`config.mk`:
```
export PLATFORM = sky130hd
export DESIGN_NAME = branch_predictor
export DESIGN_NICKNAME = d
export VERILOG_FILES = /design/src/rtl/cpu_bp_pkg.sv /design/src/rtl/sat_counter2.sv /design/src/rtl/branch_predictor.sv
export SDC_FILE = /design/constraint.sdc
export NUM_CORES = 2
export LEC_CHECK = 0
export BUFFER_PORTS_ARGS = -buffer_cell sky130_fd_sc_hd__buf_2
export CORE_MARGIN = 2
export CORE_UTILIZATION = 53
export CTS_CLUSTER_SIZE = 28
export DETAILED_ROUTE_END_ITERATION = 8
export PLACE_DENSITY = 0.72
export SYNTH_ARGS = -nofsm -noshare
export SYNTH_HDL_FRONTEND = slang
export SYNTH_SLANG_ARGS = --single-unit
```
`constraint.sdc`:
```
create_clock -name clk_i -period 48.6 [get_ports clk_i]
set_input_delay 9.72 -clock clk_i [delete_from_list [all_inputs] [get_ports clk_i]]
set_output_delay 9.72 -clock clk_i [all_outputs]
set_load 0.01 [all_outputs]
```
`src/rtl/cpu_bp_pkg.sv`:
```
// ============================================================================
// Module      : cpu_bp_pkg
// Description : Shared encodings for the branch predictor.
// Revision    : 1.0 - initial release
// ============================================================================
`default_nettype none

package cpu_bp_pkg;

  typedef enum logic [1:0] {
    SNT = 2'b00,
    WNT = 2'b01,
    WT  = 2'b10,
    ST  = 2'b11
  } ctr_t;

  localparam int BP_STATIC  = 0;
  localparam int BP_BIMODAL = 1;

endpackage

`default_nettype wire

```
`src/rtl/sat_counter2.sv`:
```
// ============================================================================
// Module      : sat_counter2
// Description : Next-state logic of a 2-bit saturating taken/not-taken counter.
// Revision    : 1.0 - initial release
// ============================================================================
`default_nettype none

module sat_counter2
  import cpu_bp_pkg::*;
(
  input  logic [1:0] i_ctr,
  input  logic       i_taken,
  output logic [1:0] o_ctr
);

  always_comb begin
    o_ctr = i_ctr;
    if (i_taken) begin
      if (i_ctr != ST) o_ctr = i_ctr + 2'd1;
    end else begin
      if (i_ctr != SNT) o_ctr = i_ctr - 2'd1;
    end
  end

endmodule

`default_nettype wire

```
`src/rtl/branch_predictor.sv`:
```
// ============================================================================
// Module      : branch_predictor
// Description : Static or bimodal branch predictor with a flop-based target
//               buffer, mispredict detection and a saturating mispredict count.
// Revision    : 1.0 - initial release
// ============================================================================
`default_nettype none

module branch_predictor
  import cpu_bp_pkg::*;
#(
  parameter int ADDR_W  = 32,
  parameter int ENTRIES = 16,
  parameter int MODE    = 1
) (
  input  logic              clk_i,
  input  logic              rst_i,
  input  logic [ADDR_W-1:0] pc_i,
  output logic              pred_taken_o,
  output logic [ADDR_W-1:0] pred_target_o,
  input  logic              upd_valid_i,
  input  logic [ADDR_W-1:0] upd_pc_i,
  input  logic              upd_taken_i,
  input  logic [ADDR_W-1:0] upd_target_i,
  input  logic              upd_pred_taken_i,
  input  logic [ADDR_W-1:0] upd_pred_target_i,
  output logic              flush_o,
  output logic [ADDR_W-1:0] redirect_pc_o,
  output logic [31:0]       mispred_cnt_o
);

  localparam int c_IDX_W = $clog2(ENTRIES);
  localparam int c_TAG_W = ADDR_W - c_IDX_W - 2;

  logic              w_pred_taken;
  logic [ADDR_W-1:0] w_pred_target;
  logic              w_flush;
  logic [ADDR_W-1:0] w_redirect;
  logic [31:0]       r_mispred_cnt;

  // A taken branch that went to the wrong target is a mispredict too.
  assign w_flush = upd_valid_i &&
                   ((upd_taken_i != upd_pred_taken_i) ||
                    (upd_taken_i && (upd_pred_target_i != upd_target_i)));

  assign w_redirect = !w_flush     ? '0 :
                      upd_taken_i ? upd_target_i : upd_pc_i + ADDR_W'(4);

  always_ff @(posedge clk_i or posedge rst_i) begin
    if (rst_i) begin
      r_mispred_cnt <= '0;
    end else if (w_flush && (r_mispred_cnt != 32'hFFFF_FFFF)) begin
      r_mispred_cnt <= r_mispred_cnt + 32'd1;
    end
  end

  generate
    if (MODE == BP_BIMODAL) begin : g_bimodal
      logic               r_valid  [ENTRIES];
      logic [c_TAG_W-1:0] r_tag    [ENTRIES];
      logic [ADDR_W-1:0]  r_target [ENTRIES];
      logic [1:0]         r_ctr    [ENTRIES];

      logic [c_IDX_W-1:0] w_lk_idx;
      logic [c_TAG_W-1:0] w_lk_tag;
      logic               w_lk_hit;
      logic [c_IDX_W-1:0] w_up_idx;
      logic [c_TAG_W-1:0] w_up_tag;
      logic               w_up_hit;
      logic [1:0]         w_ctr_next;
      logic [1:0]         w_unused_pc;

      assign w_lk_idx    = pc_i[c_IDX_W+1:2];
      assign w_lk_tag    = pc_i[ADDR_W-1:c_IDX_W+2];
      assign w_up_idx    = upd_pc_i[c_IDX_W+1:2];
      assign w_up_tag    = upd_pc_i[ADDR_W-1:c_IDX_W+2];
      assign w_unused_pc = pc_i[1:0];

      // Lookup reads the registered table directly, so a same-cycle update
      // only becomes visible after the edge.
      assign w_lk_hit      = r_valid[w_lk_idx] && (r_tag[w_lk_idx] == w_lk_tag);
      assign w_pred_taken  = !rst_i && w_lk_hit && r_ctr[w_lk_idx][1];
      assign w_pred_target = w_pred_taken ? r_target[w_lk_idx] : '0;

      assign w_up_hit = r_valid[w_up_idx] && (r_tag[w_up_idx] == w_up_tag);

      sat_counter2 u_sat_counter2 (
        .i_ctr   (r_ctr[w_up_idx]),
        .i_taken (upd_taken_i),
        .o_ctr   (w_ctr_next)
      );

      always_ff @(posedge clk_i or posedge rst_i) begin
        if (rst_i) begin
          for (int i = 0; i < ENTRIES; i++) begin
            r_valid[i]  <= 1'b0;
            r_tag[i]    <= '0;
            r_target[i] <= '0;
            r_ctr[i]    <= WNT;
          end
        end else if (upd_valid_i) begin
          if (w_up_hit) begin
            r_ctr[w_up_idx] <= w_ctr_next;
            if (upd_taken_i) r_target[w_up_idx] <= upd_target_i;
          end else if (upd_taken_i) begin
            r_valid[w_up_idx]  <= 1'b1;
            r_tag[w_up_idx]    <= w_up_tag;
            r_target[w_up_idx] <= upd_target_i;
            r_ctr[w_up_idx]    <= WT;
          end
        end
      end
    end else begin : g_static
      logic w_unused_lookup;

      assign w_unused_lookup = ^pc_i;
      assign w_pred_taken    = 1'b0;
      assign w_pred_target   = '0;
    end
  endgenerate

  assign pred_taken_o  = w_pred_taken;
  assign pred_target_o = w_pred_target;
  assign flush_o       = w_flush;
  assign redirect_pc_o = w_redirect;
  assign mispred_cnt_o = r_mispred_cnt;

endmodule

`default_nettype wire

```
# Word level (Yosys, flattened, before mapping)
# Cells that the tools add are included.
[totals]
register_bits = 1008
latchBits = 0
ram_bits = 0
mem_bits_ro = 0
in_bits = 133
out_inout_bits = 98
word_cells = 140
mem_count = 0
[op_classes]
addsub = 4
multipliers = 0
div = 0
magnitude_cmp = 3
n_eq_ne = 6
shift = 0
n_mux = 40
bitwise_logic = 7
n_reduce_logical = 15
[ops]
columns = ["op", "count"]
rows = [
  ["512-bit bitwise mux", 1],
  ["416-bit bitwise mux", 1],
  ["32-bit two-way mux", 8],
  ["26-bit binary-select mux with 4-bit select", 2],
  ["26-bit two-way mux", 5],
  ["32-bit binary-select mux with 4-bit select", 1],
  ["32-bit demux with 4-bit select", 1],
  ["26-bit demux with 4-bit select", 1],
  ["26-bit equality test", 2],
  ["32-bit by 1-bit adder with 32-bit output (second input constant)", 1],
  ["32-bit by 3-bit adder with 32-bit output (second input constant)", 1],
  ["32-bit bitwise mux", 1],
  ["32-bit inequality test", 1],
  ["32-bit inequality test (second input constant)", 1],
  ["16-bit OR", 2],
  ["16-bit AND", 1],
  ["2-bit binary-select mux with 4-bit select", 2],
  ["2-bit two-way mux", 8],
  ["16-bit NOT", 1],
  ["5-bit greater-or-equal comparator (second input constant)", 2],
  ["4-bit NOT with 5-bit output", 2],
  ["1-bit binary-select mux with 4-bit select", 2],
  ["2-bit demux with 4-bit select", 1],
  ["1-bit logical AND", 8],
  ["13 further kinds", 19],
]

# Logic depth before layout (Yosys ltp)
[depth]
ltp_word = 9
mapped_depth = 15
depth_no_buf = 9

# By module
# From an unflattened synthesis, not the netlist that was laid out.
[unflattened]
cells_unflattened = 3590
area_unflattened_um2 = 53157.2
[modules_own_cells]
columns = ["module", "instances", "cells_per_inst", "area_per_inst_um2", "seq_area_each_um2"]
rows = [
  ["branch_predictor", 1, 3587, 53131.0, 25244.2],
  ["sat_counter2", 1, 3, 26.3, 0.0],
]

# Worst setup path after synthesis
# OpenSTA, ideal clock, no wires.
[synth_timing]
kind = "input-to-output"
startpoint = "in pc_i[2]"
endpoint = "out pred_target_o[11]"
arrival_ns = 12.530
t_required_ns = 38.880
slack_ns = 26.350
path_stages = 8
path_buffers = 5
cell_sequence = "buf_2 buf_2 buf_2 buf_2 buf_1 mux4_2 mux4_2 nor2b_1"
[synth_via]
elab_chain_len = 9
word_cells_on_any_way = 18
classes_between = "eq/ne: 1; mux: 13; bitwise: 1; reduce/logical: 3"
[synth_lines]
columns = ["item", "line", "text"]
rows = [
  ["start: declaration", "branch_predictor.sv:18", "input logic [ADDR_W-1:0] pc_i,"],
  ["4-bit NOT with 5-bit output (not written as such) *", "branch_predictor.sv:81, branch_predictor.sv:82, branch_predictor.sv:83", ""],
  ["26-bit binary-select mux with 4-bit select", "branch_predictor.sv:81", "assign w_lk_hit = r_valid[w_lk_idx] && (r_tag[w_lk_idx] == w_lk_tag);"],
  ["26-bit two-way mux (not written as such) (2 in a row)", "branch_predictor.sv:81", ""],
  ["26-bit equality test", "branch_predictor.sv:81", ""],
  ["1-bit logical AND", "branch_predictor.sv:81", ""],
  ["1-bit logical AND (2 in a row)", "branch_predictor.sv:82", "assign w_pred_taken = !rst_i && w_lk_hit && r_ctr[w_lk_idx][1];"],
  ["32-bit two-way mux *", "branch_predictor.sv:83", "assign w_pred_target = w_pred_taken ? r_target[w_lk_idx] : '0;"],
  ["end: declaration", "branch_predictor.sv:20", "output logic [ADDR_W-1:0] pred_target_o,"],
]
# Every way passes the cells marked *; elsewhere a longest branch is shown, timed or not. The select of a mux whose other input is x is not followed.

# Worst setup path after layout
[layout_timing]
startpoint = "in pc_i[3]"
endpoint = "out pred_target_o[2]"
# The elaborated chain is that of the path after synthesis.

==> reports/summary.txt <==
Yosys reg bits - 1008
Design Power - 2.43 mW
Lkg Pwr - 25.8 nW
Num rows - 115
Die Area - 102000 um2
Final WL - 146 mm
Area leader, netlist - dfrtp_1
Worst Hold Class - reg -> reg
Max Transition Viols Final - 0
Layout area overhead - 9.84%
Clk sink count - 1008
Die H - 319 um
Chip width - 319 um
Max-slew headroom - 25.3%
Post-cts sizing count - 0
Clk pin slew, worst setup/hold paths - 0.06 ns
Proportion of layout cells with a drive suffix above 1 - 50.5%
Worst EP required - 38.88 ns
Setup TNS - 0 ns
Detail-routed via count per cell - 6.47
Syn nets - 3627
Final cell count without fillers - 4924
DRT iter0 DRCs - 3045
Dominant synthesized flop cell - dfrtp_1
Number of enable flip-flop cells after synthesis - 0
Number of setup violations in the final report - 0
CTS tree - yes
Worst Skew - 0.0324 ns
Crit Path Category - in -> out
Crit path max fanout - 52
Top-count cell post-synth - dfrtp_1
Pin count of the biggest net entering global routing - 180
Number of port buffers - 228
Clk_lat worst skew - 0.72 ns
Antenna viol nets, final - 0
Cell variety after synth - 67
Via count - 31874
Post-CTS Setup Bufs - 0
RSZ-0062 raised after global routing - no
Min Tclk post-route - 24.67 ns
Post-synthesis instance area - 52700 um2
Hold-fix buffers at CTS - 0
Inst Count DP - 4718
I/O Pins - 231
Ranking of synthesized cells by area - dfrtp_1 (47%), mux4_2 (16%), mux2_2 (16%)
FFs w/ async S/R, synth - 100%
Total CTS buffers - 106
Place WS - 23.95 ns
Root Driver - clkbuf_16
Initial antenna violation count - 15
Nets - 3677
Total gr overflow - 0
Fmax - 40.5 MHz
Starting Density - 53.5%
Hold violation count in the final report - 0
Final worst path period share - 50.8%
Power density cells - 42.0 nW/um2
First-pass GRT wire length - 220 mm
Max VDD drop - 0.0342 mV
Outcome - complete, no violations
Sequential fraction of the synthesis area - 47.9%
Htree depth - 3
CP Capture Type - output pin
Post-route DRC - 0
Critical Path AT - 14.95 ns
Top-area cell type share of the netlist area - 47.1%
First-pass detailed-route iteration total - 8
DR WL/cell - 29.6 um
Gpl congestion - 0.894
Final worst setup slack - 23.93 ns
Post-synth top cells - dfrtp_1 (992), mux2_2 (745), mux4_2 (377)
Syn Inst Count - 3489
Syn Area/Cell - 15.1 um2
Vias in the first global route - 32764
Core area - 98400 um2
Yosys warns - 0
CP startpoint kind - input pin
Worst-Margin Slew - 1.12 ns
Longest Clk Path Bufs - 3
Reported max-cap violation count - 0
Tot GR Track Use - 29.0%
DP HPWL - 86.6 mm
==> stage by stage <==
stage | hold slack (ns) | utilization, % | instance area, um2
after floorplan | 0.451 | - | 52700
after global placement | 0.471 | 55.0 | 54200
after detailed placement | 0.483 | 55.0 | 54200
after CTS | 0.495 | 58.8 | 57800
after global routing | 0.510 | 58.8 | 57900
final | 0.495 | 58.8 | 57900
==> report_power, final <==
| part | total [mW] | leakage, nW | internal (mW) | switching, mW |
|---|---|---|---|---|
| Clock | 0.855 | 1.81 | 0.498 | 0.357 |
| Combinational | 0.472 | 11.2 | 0.286 | 0.187 |
| Sequential | 1.10 | 12.8 | 0.999 | 0.102 |
| Total | 2.43 | 25.8 | 1.78 | 0.646 |
==> path summary, 6_finish.rpt <==
check | slack (ns) | from | to | cells past startpoint
worst min-delay path | 0.50 | mispred_cnt_o[30]$_DFFE_PP0P_ | mispred_cnt_o[30]$_DFFE_PP0P_ | 1
worst min register to register | 0.50 | mispred_cnt_o[30]$_DFFE_PP0P_ | mispred_cnt_o[30]$_DFFE_PP0P_ | 1
min in group asynchronous | 9.17 | rst_i | g_bimodal.r_tag[317]$_DFFE_PP0P_ | 2
worst max-delay path | 23.93 | pc_i[3] | pred_target_o[2] | 12
max in group asynchronous | 37.08 | rst_i | mispred_cnt_o[31]$_DFFE_PP0P_ | 4
worst max register to register | 43.46 | g_bimodal.r_tag[102]$_DFFE_PP0P_ | g_bimodal.r_tag[392]$_DFFE_PP0P_ | 10
==> worst max-delay path, cell delays in order <==
cell and delay [ns]:
buf_6 0.58, buf_4 0.77, mux4_2 0.42, nor2b_1 0.14
a211oi_1 0.29, a21oi_1 0.20, xnor2_1 0.44, nand4_1 0.24
nor3_1 0.54, nand3_2 0.90, nor2b_1 0.37, buf_2 0.17
==> logic make-up (layout without fill, tap and decap cells) <==
family                   count (synthesis)  count (layout)  synth area share, %
XOR/XNOR                               130             130                 2.16
flip-flops                            1008            1008                 47.9
AO/OA/AOI/OAI                          175             175                 2.16
multiplexers                          1395            1395                 39.6
buffers and inverters                  357             497                 3.65
adder cells (fa/ha/maj)                  6               6                0.138
other                                    0               8                    0
AND/OR/NAND/NOR                        418             418                 4.39
==> flip-flops by register name, indices dropped and copies added, names as in the netlist <==
signal and cells:
g_bimodal.r_tag 416, g_bimodal.r_ctr 32, g_bimodal.r_target 512, mispred_cnt_o 32, g_bimodal.r_valid 16
==> routing by layer <==
metal,track usage [%],wire [um]
met1,40.6,60900
met5,0,91
met2,45.7,69600
met4,10.0,4840
met3,5.60,10400
==> cell type report <==
cell class                      instances  area, um2
Timing Repair Buffer                  277       1610
Fill cell                            7513      40600
Clock buffer                          148       3040
Clock inverter                         50        637
Antenna cell                            8       20.0
Sequential cell                      1008      25200
Tap cell                             1287       1610
Multi-Input combinational cell       2124      25600
Inverter                               22       90.1
==> cells in the final DEF, fill, tap and decap left out, types with 54 or more instances in the layout <==
cell type and instances:
dfrtp_1 992, mux2_2 745, mux4_2 377, buf_2 220, mux2_4 190, clkbuf_16 106
nor2_1 96, xnor2_1 89, mux2i_1 66, nand2_1 65, nand3_1 64, o21ai_0 54
Note: power is estimated with default switching activity, not from simulation.
